$ cat src/rtl/gpio_seg7_display_if.sv
// gpio_seg7_display_if: CPU display-port write bus into the seven-segment driver
interface gpio_seg7_display_if;
  logic [31:0] value_in;
  logic        value_we;
  logic        dec_mode;
  logic        busy;
  modport master(output value_in, value_we, dec_mode, input busy);
  modport slave(input value_in, value_we, dec_mode, output busy);
endinterface

$ cat src/rtl/gpio_seg7_display.sv
// gpio_seg7_display: hex or shift-add-3 decimal display of GPIO writes on eight active-low digits
module gpio_seg7_display #(
  parameter bit BLANK_LZ = 1'b1
) (
  input  logic                       clk,
  input  logic                       rst_n,
  gpio_seg7_display_if.slave         bus,
  output logic [6:0]                 HEX0,
  output logic [6:0]                 HEX1,
  output logic [6:0]                 HEX2,
  output logic [6:0]                 HEX3,
  output logic [6:0]                 HEX4,
  output logic [6:0]                 HEX5,
  output logic [6:0]                 HEX6,
  output logic [6:0]                 HEX7,
  output logic                       overflow
);
  typedef enum logic [1:0] {IDLE, SHIFT, DONE} state_t;
  state_t      r_state;
  logic [31:0] r_bin;
  logic [39:0] r_bcd;
  logic [4:0]  r_cnt;
  logic        r_dec;
  logic        r_pend;
  logic [31:0] r_pend_val;
  logic        r_pend_dec;
  logic        r_busy;
  logic        r_ovf;
  logic [6:0]  r_hex [8];
  logic [39:0] w_adj;
  logic [71:0] w_sh;
  logic [6:0]  w_enc [8];
  logic [3:0]  w_nib;
  logic        w_zero;
  logic        w_ovf;
  logic        w_go;
  logic [31:0] w_src_val;
  logic        w_src_dec;

  function automatic logic [6:0] seg(input logic [3:0] d);
    case (d)
      4'h0: seg = 7'h40;  4'h1: seg = 7'h79;  4'h2: seg = 7'h24;  4'h3: seg = 7'h30;
      4'h4: seg = 7'h19;  4'h5: seg = 7'h12;  4'h6: seg = 7'h02;  4'h7: seg = 7'h78;
      4'h8: seg = 7'h00;  4'h9: seg = 7'h10;  4'hA: seg = 7'h08;  4'hB: seg = 7'h03;
      4'hC: seg = 7'h46;  4'hD: seg = 7'h21;  4'hE: seg = 7'h06;  default: seg = 7'h0E;
    endcase
  endfunction

  // a new value is accepted from idle, or from done when either a fresh write or the pending slot is available;
  // a fresh write in done beats the pending slot (last write wins)
  assign w_go      = (r_state == IDLE && bus.value_we) || (r_state == DONE && (bus.value_we || r_pend));
  assign w_src_val = bus.value_we ? bus.value_in : r_pend_val;
  assign w_src_dec = bus.value_we ? bus.dec_mode : r_pend_dec;
  assign w_ovf     = r_dec & (|r_bcd[39:32]);
  assign w_sh      = {w_adj, r_bin} << 1;

  // add-3 correction of every BCD nibble that would overflow on the next shift
  always_comb begin
    w_adj = r_bcd;
    for (int i = 0; i < 10; i++)
      w_adj[4*i +: 4] = r_bcd[4*i +: 4] >= 4'd5 ? r_bcd[4*i +: 4] + 4'd3 : r_bcd[4*i +: 4];
  end

  // segment encode from the top digit down so leading-zero blanking can be tracked in one pass
  always_comb begin
    w_zero = 1'b1;
    w_nib  = '0;
    for (int i = 7; i >= 0; i--) begin
      w_nib    = r_dec ? r_bcd[4*i +: 4] : r_bin[4*i +: 4];
      w_zero   = w_zero & (w_nib == 4'd0);
      w_enc[i] = w_ovf ? 7'h3F : (r_dec && BLANK_LZ && i != 0 && w_zero) ? 7'h7F : seg(w_nib);
    end
  end

  // control FSM: capture, iterate the converter, publish results only in DONE
  always_ff @(posedge clk or negedge rst_n) begin
    if (!rst_n) begin
      r_state    <= IDLE;
      r_bin      <= '0;
      r_bcd      <= '0;
      r_cnt      <= '0;
      r_dec      <= 1'b0;
      r_pend     <= 1'b0;
      r_pend_val <= '0;
      r_pend_dec <= 1'b0;
      r_busy     <= 1'b0;
      r_ovf      <= 1'b0;
      for (int i = 0; i < 8; i++) r_hex[i] <= 7'h7F;
    end else begin
      case (r_state)
        SHIFT: begin
          r_bcd <= w_sh[71:32];
          r_bin <= w_sh[31:0];
          r_cnt <= r_cnt + 5'd1;
          if (r_cnt == 5'd31) r_state <= DONE;
          if (bus.value_we) begin
            r_pend     <= 1'b1;
            r_pend_val <= bus.value_in;
            r_pend_dec <= bus.dec_mode;
          end
        end
        DONE: begin
          for (int i = 0; i < 8; i++) r_hex[i] <= w_enc[i];
          r_ovf   <= w_ovf;
          r_pend  <= 1'b0;
          r_state <= IDLE;
          r_busy  <= 1'b0;
        end
        default: r_state <= IDLE;
      endcase
      if (w_go) begin
        r_bin   <= w_src_val;
        r_dec   <= w_src_dec;
        r_bcd   <= '0;
        r_cnt   <= '0;
        r_busy  <= 1'b1;
        r_state <= w_src_dec ? SHIFT : DONE;
      end
    end
  end

  assign bus.busy = r_busy;
  assign overflow = r_ovf;
  assign HEX0 = r_hex[0];
  assign HEX1 = r_hex[1];
  assign HEX2 = r_hex[2];
  assign HEX3 = r_hex[3];
  assign HEX4 = r_hex[4];
  assign HEX5 = r_hex[5];
  assign HEX6 = r_hex[6];
  assign HEX7 = r_hex[7];
endmodule

$ cat src/flat_wrapper.sv
// flat-port wrapper written by rule: the top's interface ports become plain ports
module gpio_seg7_display_flat 
#(
  parameter bit BLANK_LZ = 1'b1
)
  (clk, rst_n, HEX0, HEX1, HEX2, HEX3, HEX4, HEX5, HEX6, HEX7, overflow, bus_value_in, bus_value_we, bus_dec_mode, bus_busy);
  gpio_seg7_display_if bus_i ();
  input  logic clk;
  input  logic rst_n;
  output logic [6:0] HEX0;
  output logic [6:0] HEX1;
  output logic [6:0] HEX2;
  output logic [6:0] HEX3;
  output logic [6:0] HEX4;
  output logic [6:0] HEX5;
  output logic [6:0] HEX6;
  output logic [6:0] HEX7;
  output logic overflow;
  input wire logic [$bits(bus_i.value_in)-1:0] bus_value_in;
  input wire logic [$bits(bus_i.value_we)-1:0] bus_value_we;
  input wire logic [$bits(bus_i.dec_mode)-1:0] bus_dec_mode;
  output wire logic [$bits(bus_i.busy)-1:0] bus_busy;
  assign bus_i.value_in = bus_value_in;
  assign bus_i.value_we = bus_value_we;
  assign bus_i.dec_mode = bus_dec_mode;
  assign bus_busy = bus_i.busy;
  gpio_seg7_display #(.BLANK_LZ(BLANK_LZ)) u_core (.clk(clk), .rst_n(rst_n), .bus(bus_i), .HEX0(HEX0), .HEX1(HEX1), .HEX2(HEX2), .HEX3(HEX3), .HEX4(HEX4), .HEX5(HEX5), .HEX6(HEX6), .HEX7(HEX7), .overflow(overflow));
endmodule
$ cat config.mk
export PLATFORM = sky130hd
export DESIGN_NAME = gpio_seg7_display_flat
export DESIGN_NICKNAME = d
export VERILOG_FILES = /design/src/rtl/gpio_seg7_display_if.sv /design/src/rtl/gpio_seg7_display.sv /design/src/flat_wrapper.sv
export SDC_FILE = /design/constraint.sdc
export NUM_CORES = 1
export LEC_CHECK = 0
export ABC_CLOCK_PERIOD_IN_PS = 2360
export CAP_MARGIN = 25
export CORE_ASPECT_RATIO = 1.2
export CORE_MARGIN = 1.5
export CORE_UTILIZATION = 53
export DETAILED_ROUTE_END_ITERATION = 8
export PLACE_DENSITY = 0.8
export SLEW_MARGIN = 30
export SYNTH_ARGS = -nofsm -noshare
export SYNTH_HDL_FRONTEND = slang
export SYNTH_SLANG_ARGS = --single-unit
$ cat constraint.sdc
create_clock -name clk -period 2.36 [get_ports clk]
set_input_delay 0.708 -clock clk [delete_from_list [all_inputs] [get_ports clk]]
set_output_delay 0.708 -clock clk [all_outputs]
set_load 0.05 [all_outputs]
## Word level (Yosys, flattened, before mapping)

Memories as Yosys holds them, arrays and structs flattened.
Cells that the tools add are included.

| word-level totals | value |
|---|---|
| register bits | 172 |
| ROM bits | 896 |
| input bits | 36 |
| output and inout port bits | 58 |
| memories | 8 |

Memories:

| name | depth | bits a word | rd ports | clocked after memory_dff | write ports | RTL line | text |
|---|---|---|---|---|---|---|---|
| (name not given) | 16 | 7 | 1 | 0 | 0 | gpio_seg7_display.sv:41 | `case (d)` |
| (name not given) | 16 | 7 | 1 | 0 | 0 | gpio_seg7_display.sv:41 |  |
| (name not given) | 16 | 7 | 1 | 0 | 0 | gpio_seg7_display.sv:41 |  |
| (name not given) | 16 | 7 | 1 | 0 | 0 | gpio_seg7_display.sv:41 |  |
| (name not given) | 16 | 7 | 1 | 0 | 0 | gpio_seg7_display.sv:41 |  |
| (name not given) | 16 | 7 | 1 | 0 | 0 | gpio_seg7_display.sv:41 |  |
| 2 more memories | -- | -- | -- | -- | -- | -- |  |

| cells by class | value |
|---|---|
| add/subtract/negate cells | 11 |
| magnitude comparators | 10 |
| equality and inequality tests | 5 |
| muxes and demuxes | 49 |
| bitwise gates (word level) | 7 |
| reduce and logical (&&, ||, !) cells | 24 |

Operators by type and width:

| kind | number |
|---|---|
| 7-bit two-way mux | 15 |
| 32-bit two-way mux | 3 |
| 40-bit two-way mux | 2 |
| 4-bit two-way mux | 17 |
| 4-bit by 3-bit greater-or-equal comparator with 1-bit output, second input constant | 10 |
| 4-bit by 2-bit adder with 4-bit output, second input constant | 9 |
| 4-bit logical NOT | 7 |
| 5-bit two-way mux | 2 |
| 1-bit logical AND | 9 |
| 2-bit two-way mux | 4 |
| 8-bit OR reduction | 1 |
| 1-bit bitwise AND | 7 |
| 2-bit nonzero test | 3 |
| 5-bit by 1-bit adder with 5-bit output, second input constant | 1 |
| 5-bit == test, second input constant | 1 |
| 1-bit two-way mux | 4 |
| 3-bit by 2-bit adder with 3-bit output, second input constant | 1 |
| 3-bit two-way mux | 1 |
| 3-bit by 1-bit inequality test with 1-bit output, second input constant | 1 |
| 2-bit by 1-bit == test with 1-bit output, second input constant | 1 |
| 2-bit == test, second input constant | 1 |
| 2-bit logical NOT | 1 |
| 1-bit logical OR | 2 |
| 2-bit inequality test, second input constant | 1 |
| 2 further kinds | 2 |

## Longest topological paths before layout

Gate-level depths: netlist of run 1.

| logic depth | value |
|---|---|
| word-level depth | 11 |
| depth in mapped cells | 11 |
| depth with buffers taken out | 8 |

## Least setup slack after synthesis of run 1

No wires, ideal clock.

| timing | value |
|---|---|
| kind | flip-flop to flip-flop |
| start | register u_core.r_dec |
| end | register u_core.r_hex (netlist bit u_core.HEX2[5]) |
| setup time | 0.073 ns |
| data arrival time | 2.529 ns |
| required time | 2.287 ns |
| path slack | -0.242 ns |
| stages on the path, launching flop included | 11 |
| buffers on the path | 3 |
| period minus slack after synthesis | 2.602 ns |
| cells stage by stage | dfrtp_1 buf_6 buf_4 buf_2 mux2i_1 ha_1 and4bb_4 o2111ai_4 nor4_4 a211oi_2 a21oi_1 |

| on the way | value |
|---|---|
| cells in the longest elaborated chain, start to end | 10 |
| elaborated cells between the ends (all ways) | 22 |

RTL lines:

| element | RTL line | text |
|---|---|---|
| start, declared | gpio_seg7_display.sv:23 | `logic r_dec;` |
| start signal, assigned | gpio_seg7_display.sv:113 | `r_dec <= w_src_dec;` |
| 4-bit two-way mux | gpio_seg7_display.sv:69 | `w_nib = r_dec ? r_bcd[4*i +: 4] : r_bin[4*i +: 4];` |
| 4-bit logical NOT | gpio_seg7_display.sv:70 | `w_zero = w_zero & (w_nib == 4'd0);` |
| 1-bit bitwise AND (5 in series) | gpio_seg7_display.sv:70 |  |
| 1-bit logical AND | gpio_seg7_display.sv:71 | `w_enc[i] = w_ovf ? 7'h3F : (r_dec && BLANK_LZ && i != 0 && w_zero) ? 7'h7F : seg(w_nib);` |
| 7-bit two-way mux | gpio_seg7_display.sv:71 |  |
| 7-bit two-way mux (*) | gpio_seg7_display.sv:71 |  |
| end, declared | gpio_seg7_display.sv:29 | `logic [6:0] r_hex [8];` |

Every way passes the cells marked *; elsewhere a longest branch is shown, timed or not.
A chain may end at the register's enable or synchronous reset.

## Final worst setup path of run 1

| timing | value |
|---|---|
| start | register u_core.r_dec |
| end | register u_core.r_hex (netlist bit u_core.HEX3[0]) |

| on the way | value |
|---|---|
| cells in the longest elaborated chain, start to end | 9 |
| elaborated cells between the ends (all ways) | 19 |

RTL lines:

| element | RTL line |
|---|---|
| 4-bit two-way mux | gpio_seg7_display.sv:69 |
| 4-bit logical NOT | gpio_seg7_display.sv:70 |
| 1-bit bitwise AND (4 in series) | gpio_seg7_display.sv:70 |
| 1-bit logical AND | gpio_seg7_display.sv:71 |
| 7-bit two-way mux | gpio_seg7_display.sv:71 |
| 7-bit two-way mux (*) | gpio_seg7_display.sv:71 |

Marked as above.

==> out/results.txt, run 1 <==
Grt ovf = 0
Crit path largest cell delay = 0.56 ns
Max-cap violations = 0
Seq/Total Area, Yosys = 0.431
TritonCTS clock tree = built
Power per cell area = 1550 mW/mm²
Number of cells after detailed placement = 1387
Clk root buf = clkbuf_16
Clock Skews = 0.0101 ns
Synth area leader = dfrtp_1
Synth top area share = 0.286
Critical path required time = 2.70 ns
CP max stage cell = dfrtp_4
Fin crit period = 2.38 ns
Max Fanout on Critical Path = 10
Area Overhead vs Synth = 21.3%
CP arrival = 2.72 ns
Core Area = 0.0188 mm²
H-tree depth = 4
Mean Syn Cell Area = 9.92 µm²
Initial Util = 0.540
EDFF count, synth = 0
Iter 0 DRT Violations = 541
Port bufs = 93
Die area = 0.0200 mm²
Crit share post-route = 1.01
Commonest non-fill, non-tap cells in the layout = 128 x buf_4, 115 x dfrtp_1, 109 x nor2_1
CTS buffer count = 17
Clk sinks = 172
# rows = 55
ANT cells = 0
CP Cell Sequence = buf_4, mux2i_4, ha_4, nor3b_4, o2111ai_4, nor3_2, nor2_1, a31oi_1
Layout net count = 1257
Commonest non-fill, non-tap cell in the layout = buf_4
First-pass GRT wire length = 39400 µm
Total GRT Usage = 0.245
CTS Buffer Depth = 2
Yosys warnings = 0
Via Count = 8306
Fin worst setup slack = -0.0187 ns
Routed Antenna Nets = 0
Synth Cell Area = 0.0101 mm²
Routed wl met2 = 11300 µm
Clock latency on the worst-skew pair = 0.43 ns
RSZ-0062 raised after global routing = true
Metal3 WL = 1150 µm
Slew HR = 0.589
Vias per cell = 5.83
Worst-path clk slew = 0.06 ns
Number of global-route vias before repair = 8084
Cells after synthesis = 1022
Hold Fails Final Rpt = 0
DP Worst Slack = -0.183 ns
Critical Path Sink Type = flip-flop
First-pass detailed-route iteration total = 5
Fin cells = 1425
Peak supply drop = 641 µV
DR top layer = met4
Status = complete, but fails checks
Routed WL per cell = 16.5 µm
Share of layout cells above drive strength 1 = 0.252
Antenna violations before repair = 0
Top_reg_cell synth = dfrtp_1
Critical setup path kind = flip-flop to flip-flop
Synth Register Bits = 172
FMAX = 420 MHz
Failing checks = setup timing
Final Wtd Congestion = 0.852
HP Class = input port to async pin
DRC = 0
Routed WL = 23500 µm
P_leak = 5.42 nW
Detailed placement HPWL = 17000 µm
Ranking of synthesized cells by area = dfrtp_1 29%, dfstp_2 15%, ha_1 8.0%
Post-synthesis async set-or-reset flop share = 1.00
Final Max Slew Viols = 0
WL met1 = 10700 µm
Worst-margin pin slew = 0.616 ns
Post-synth cell types = 63
IO Count = 94
Pin count of the biggest net entering global routing = 70
Critical Path Source Type = flip-flop
Syn nets = 1123
Die height = 155 µm
Die W = 129 µm
# setup viols final = 3
Fin Setup TNS = -0.0348 ns
[worst max-delay path: cells and delay by family, from the launching register on]
| kind | cells | cell delay, ns |
|---|---|---|
| compound gates | 2 | 0.49 |
| fa+ha+maj | 1 | 0.16 |
| buf+inv | 1 | 0.18 |
| flops | 1 | 0.56 |
| mux | 1 | 0.20 |
| simple gates | 3 | 0.70 |
[cell families (layout without fill, tap and decap cells)]
group / after synthesis / after routing / synth area share
xor gates and xnor gates: 18 / 18 / 0.0155
muxes: 102 / 102 / 0.112
AOI/OAI and AO/OA: 283 / 283 / 0.190
adders and majority gates: 65 / 65 / 0.0802
and+or+nand+nor: 286 / 286 / 0.131
DFF: 172 / 172 / 0.431
buffers and inverters: 96 / 243 / 0.0410
[cell usage after synthesis, types with 9 or more instances]
library cell and number:
o31ai_1 12, o22a_1 12, nor2_1 111, a21oi_1 64
ha_1 65, nand2_1 88, a211oi_1 9, mux2i_1 55
dfstp_2 56, nor3_1 10, buf_2 17, a221o_1 31
inv_1 41, nand2b_1 14, nand3_1 30, dfrtp_1 116
a32o_1 10, o21ai_0 69, clkbuf_1 25, a31oi_1 23
mux2_2 37, xnor2_1 11
[sequential cells by signal, indices dropped and copies added (netlist names), 7 cells and up]
| signal | flops |
|---|---|
| u_core.r_bcd | 40 |
| u_core.r_bin | 32 |
| u_core.r_pend_val | 32 |
| u_core.HEX0 | 7 |
| u_core.HEX1 | 7 |
| u_core.HEX2 | 7 |
| u_core.HEX3 | 7 |
| u_core.HEX4 | 7 |
| u_core.HEX5 | 7 |
| u_core.HEX6 | 7 |
| u_core.HEX7 | 7 |
[final timing paths]
check	startpoint	to	slack (ns)	cells past startpoint
setup reg to reg	u_core.r_dec	u_core.HEX3[0]	-0.02	8
hold reg to reg	u_core.HEX1[6]	u_core.HEX1[6]	0.46	2
min in group clk	u_core.HEX1[6]	u_core.HEX1[6]	0.46	2
max in group asynchronous	rst_n	u_core.HEX2[5]	1.43	2
hold / removal	rst_n	u_core.r_pend_val[27]	0.22	1
setup / recovery	u_core.r_dec	u_core.HEX3[0]	-0.02	8
[per-layer routing]
| layer | vias to the layer above | global-route usage |
|---|---|---|
| li1 | 3981 | - |
| met1 | 4044 | 0.337 |
| met2 | 245 | 0.393 |
| met3 | 36 | 0.0460 |
| met4 | 0 | 0.0712 |
| met5 | - | 0 |
[area by class of cell]
cell class                      count  area, µm²
Fill cell                        1453       6490
Multi-Input combinational cell    754       5440
Sequential cell                   172       4380
Timing Repair Buffer              170       1420
Clock buffer                       21        440
Tap cell                          256        320
Inverter                           41        154
Clock inverter                     11        145
[metrics by stage]
step | total power, mW | cell area, µm² | utilization | hold WS (ns)
2_1_floorplan | 13.0 | 10200 | - | 0.412
3_3_place_gp | 15.8 | 11600 | 0.619 | 0.453
3_5_place_dp | 16.1 | 11600 | 0.619 | 0.455
4_1_cts | 19.1 | 12300 | 0.654 | 0.226
5_1_grt | 20.3 | 12300 | 0.654 | 0.244
6_report | 19.1 | 12300 | 0.654 | 0.223
[power breakdown]
group	internal, mW	switching, mW
clock network	1.66	1.15
logic	4.36	6.45
registers	4.48	0.982
total	10.5	8.58
[repair_timing]
item                       in CTS  in global routing
hold endpoints to repair        0                  0
setup buffers                   6                  0
setup endpoints to repair      22                 32
hold buffers                    0                  0
gates cloned                    0                  0
pin swaps                       2                  0
gates resized for setup         5                  7
(Power assumes the default switching activity.)
==> run 2: changes to the inputs <==
Settings changed: GPL_TIMING_DRIVEN from default to 0, SETUP_SLACK_MARGIN from default to 0.15, SLEW_MARGIN 30 to default.
==> out/results.txt, run 2 (synthesis results as in run 1) <==
Antenna violations before repair = 0
Largest Register = u_core.r_bcd
Die area = 0.0200 mm²
First-pass GRT wire length = 42900 µm
Total GRT Usage = 0.274
Status = complete, but fails checks
Routed WL = 27200 µm
Largest regs = u_core.r_bcd: 40 flops, u_core.r_bin: 32 flops, u_core.r_pend_val: 32 flops
Clk sinks = 172
HP Class = input port to async pin
Commonest non-fill, non-tap cell in the layout = dfrtp_1
Register-to-register setup slack = -0.23 ns
Core Area = 0.0188 mm²
Critical setup path kind = flip-flop to flip-flop
Failing checks = setup timing
Share of layout cells above drive strength 1 = 0.243
CP max stage cell = dfrtp_1
Via Count = 8722
Reg2reg end = u_core.HEX2[3]
Iter 0 DRT Violations = 775
Detailed placement HPWL = 18200 µm
DP Worst Slack = -0.595 ns
Fin worst setup slack = -0.226 ns
Routed WL per cell = 18.8 µm
Crit path depth = 11
Critical Path Source Type = flip-flop
# setup viols final = 34
Grt ovf = 0
Max reg flops = 40
Routed Antenna Nets = 0
CP Cell Sequence = buf_6, buf_12, buf_12, mux2i_4, ha_4, and4bb_4, o2111ai_4, buf_6, nor4_4, buf_4, o32a_1
Crit share post-route = 1.10
Peak supply drop = 829 µV
Pin count of the biggest net entering global routing = 128
Fin crit period = 2.59 ns
TritonCTS clock tree = built
Number of global-route vias before repair = 8516
Hold Fails Final Rpt = 0
Layout net count = 1281
Slew HR = 0.423
Max-cap violations = 0
Fin util = 0.673
Clock Skews = 0.0151 ns
Worst-path clk slew = 0.07 ns
# rows = 55
Commonest non-fill, non-tap cells in the layout = 116 x dfrtp_1, 107 x nor2_1, 85 x nand2_1
CTS Buffer Depth = 2
Worst-margin pin slew = 0.865 ns
Power per cell area = 1580 mW/mm²
Port bufs = 92
ANT cells = 0
Die height = 155 µm
Max Fanout on Critical Path = 7
IO Count = 94
Vias per cell = 6.02
Clock latency on the worst-skew pair = 0.45 ns
Die W = 129 µm
Crit path largest cell delay = 0.34 ns
Final Max Slew Viols = 0
FF-to-FF path depth = 11
FMAX = 387 MHz
CP arrival = 2.97 ns
Fin Setup TNS = -3.96 ns
Final Wtd Congestion = 0.917
H-tree depth = 4
P_leak = 5.41 nW
Initial Util = 0.540
Critical path required time = 2.75 ns
Critical Path Sink Type = flip-flop
Critical R2R Launch = u_core.r_dec
RSZ-0062 raised after global routing = true
CTS buffer count = 17
Buffers & Inverters on Critical Path = 5
Clk root buf = clkbuf_16
First-pass detailed-route iteration total = 6
DRC = 0
Area Overhead vs Synth = 24.8%
Top delay family on crit path = buffers and inverters
-- run 2: worst max path at each step --
stage | startpoint | endpoint
after floorplan | u_core.r_dec | u_core.HEX2[2]
after global placement | rst_n | u_core.r_pend_val[10]
after detailed placement | u_core.r_dec | u_core.HEX1[1]
after CTS | u_core.r_dec | u_core.HEX1[5]
after global routing | u_core.r_dec | u_core.HEX2[3]
final | u_core.r_dec | u_core.HEX2[3]
-- run 2: timing repair --
action	in CTS	in global routing
buffers inserted	23	23
hold buffers	0	0
gates resized for setup	134	86
endpoints found under the setup margin	114	87
pin swaps	13	9
-- run 2: area by class of cell --
class | instances | area [µm²]
Fill cell | 1430 | 6140
Tap cell | 256 | 320
Sequential cell | 172 | 4370
Clock inverter | 12 | 136
Inverter | 41 | 163
Buffer | 55 | 324
Clock buffer | 20 | 457
Timing Repair Buffer | 139 | 1210
Multi-Input combinational cell | 754 | 5670
-- run 2: where the power goes --
part           total (mW)  switching (mW)  internal [mW]
Clock                2.86            1.24           1.62
Sequential           5.45           0.971           4.47
Combinational        11.7            7.21           4.46
-- run 2: per-layer routing --
| layer | GRT usage | share of wire | routed length (µm) |
|---|---|---|---|
| met5 | 0 | 0 | 0 |
| met4 | 0.124 | 0.034 | 913 |
| met3 | 0.0436 | 0.049 | 1320 |
| met2 | 0.449 | 0.49 | 13400 |
| met1 | 0.355 | 0.43 | 11600 |
-- run 2: stage by stage --
step | instance area [µm²] | std cells | hold slack, ns | total power [mW]
after floorplan | 10200 | 1022 | 0.412 | 13.0
after global placement | 11400 | 1370 | 0.450 | 15.6
after detailed placement | 11500 | 1371 | 0.453 | 15.9
after CTS | 12400 | 1426 | 0.160 | 19.2
after global routing | 12600 | 1449 | 0.168 | 21.1
final | 12600 | 1449 | 0.146 | 20.0
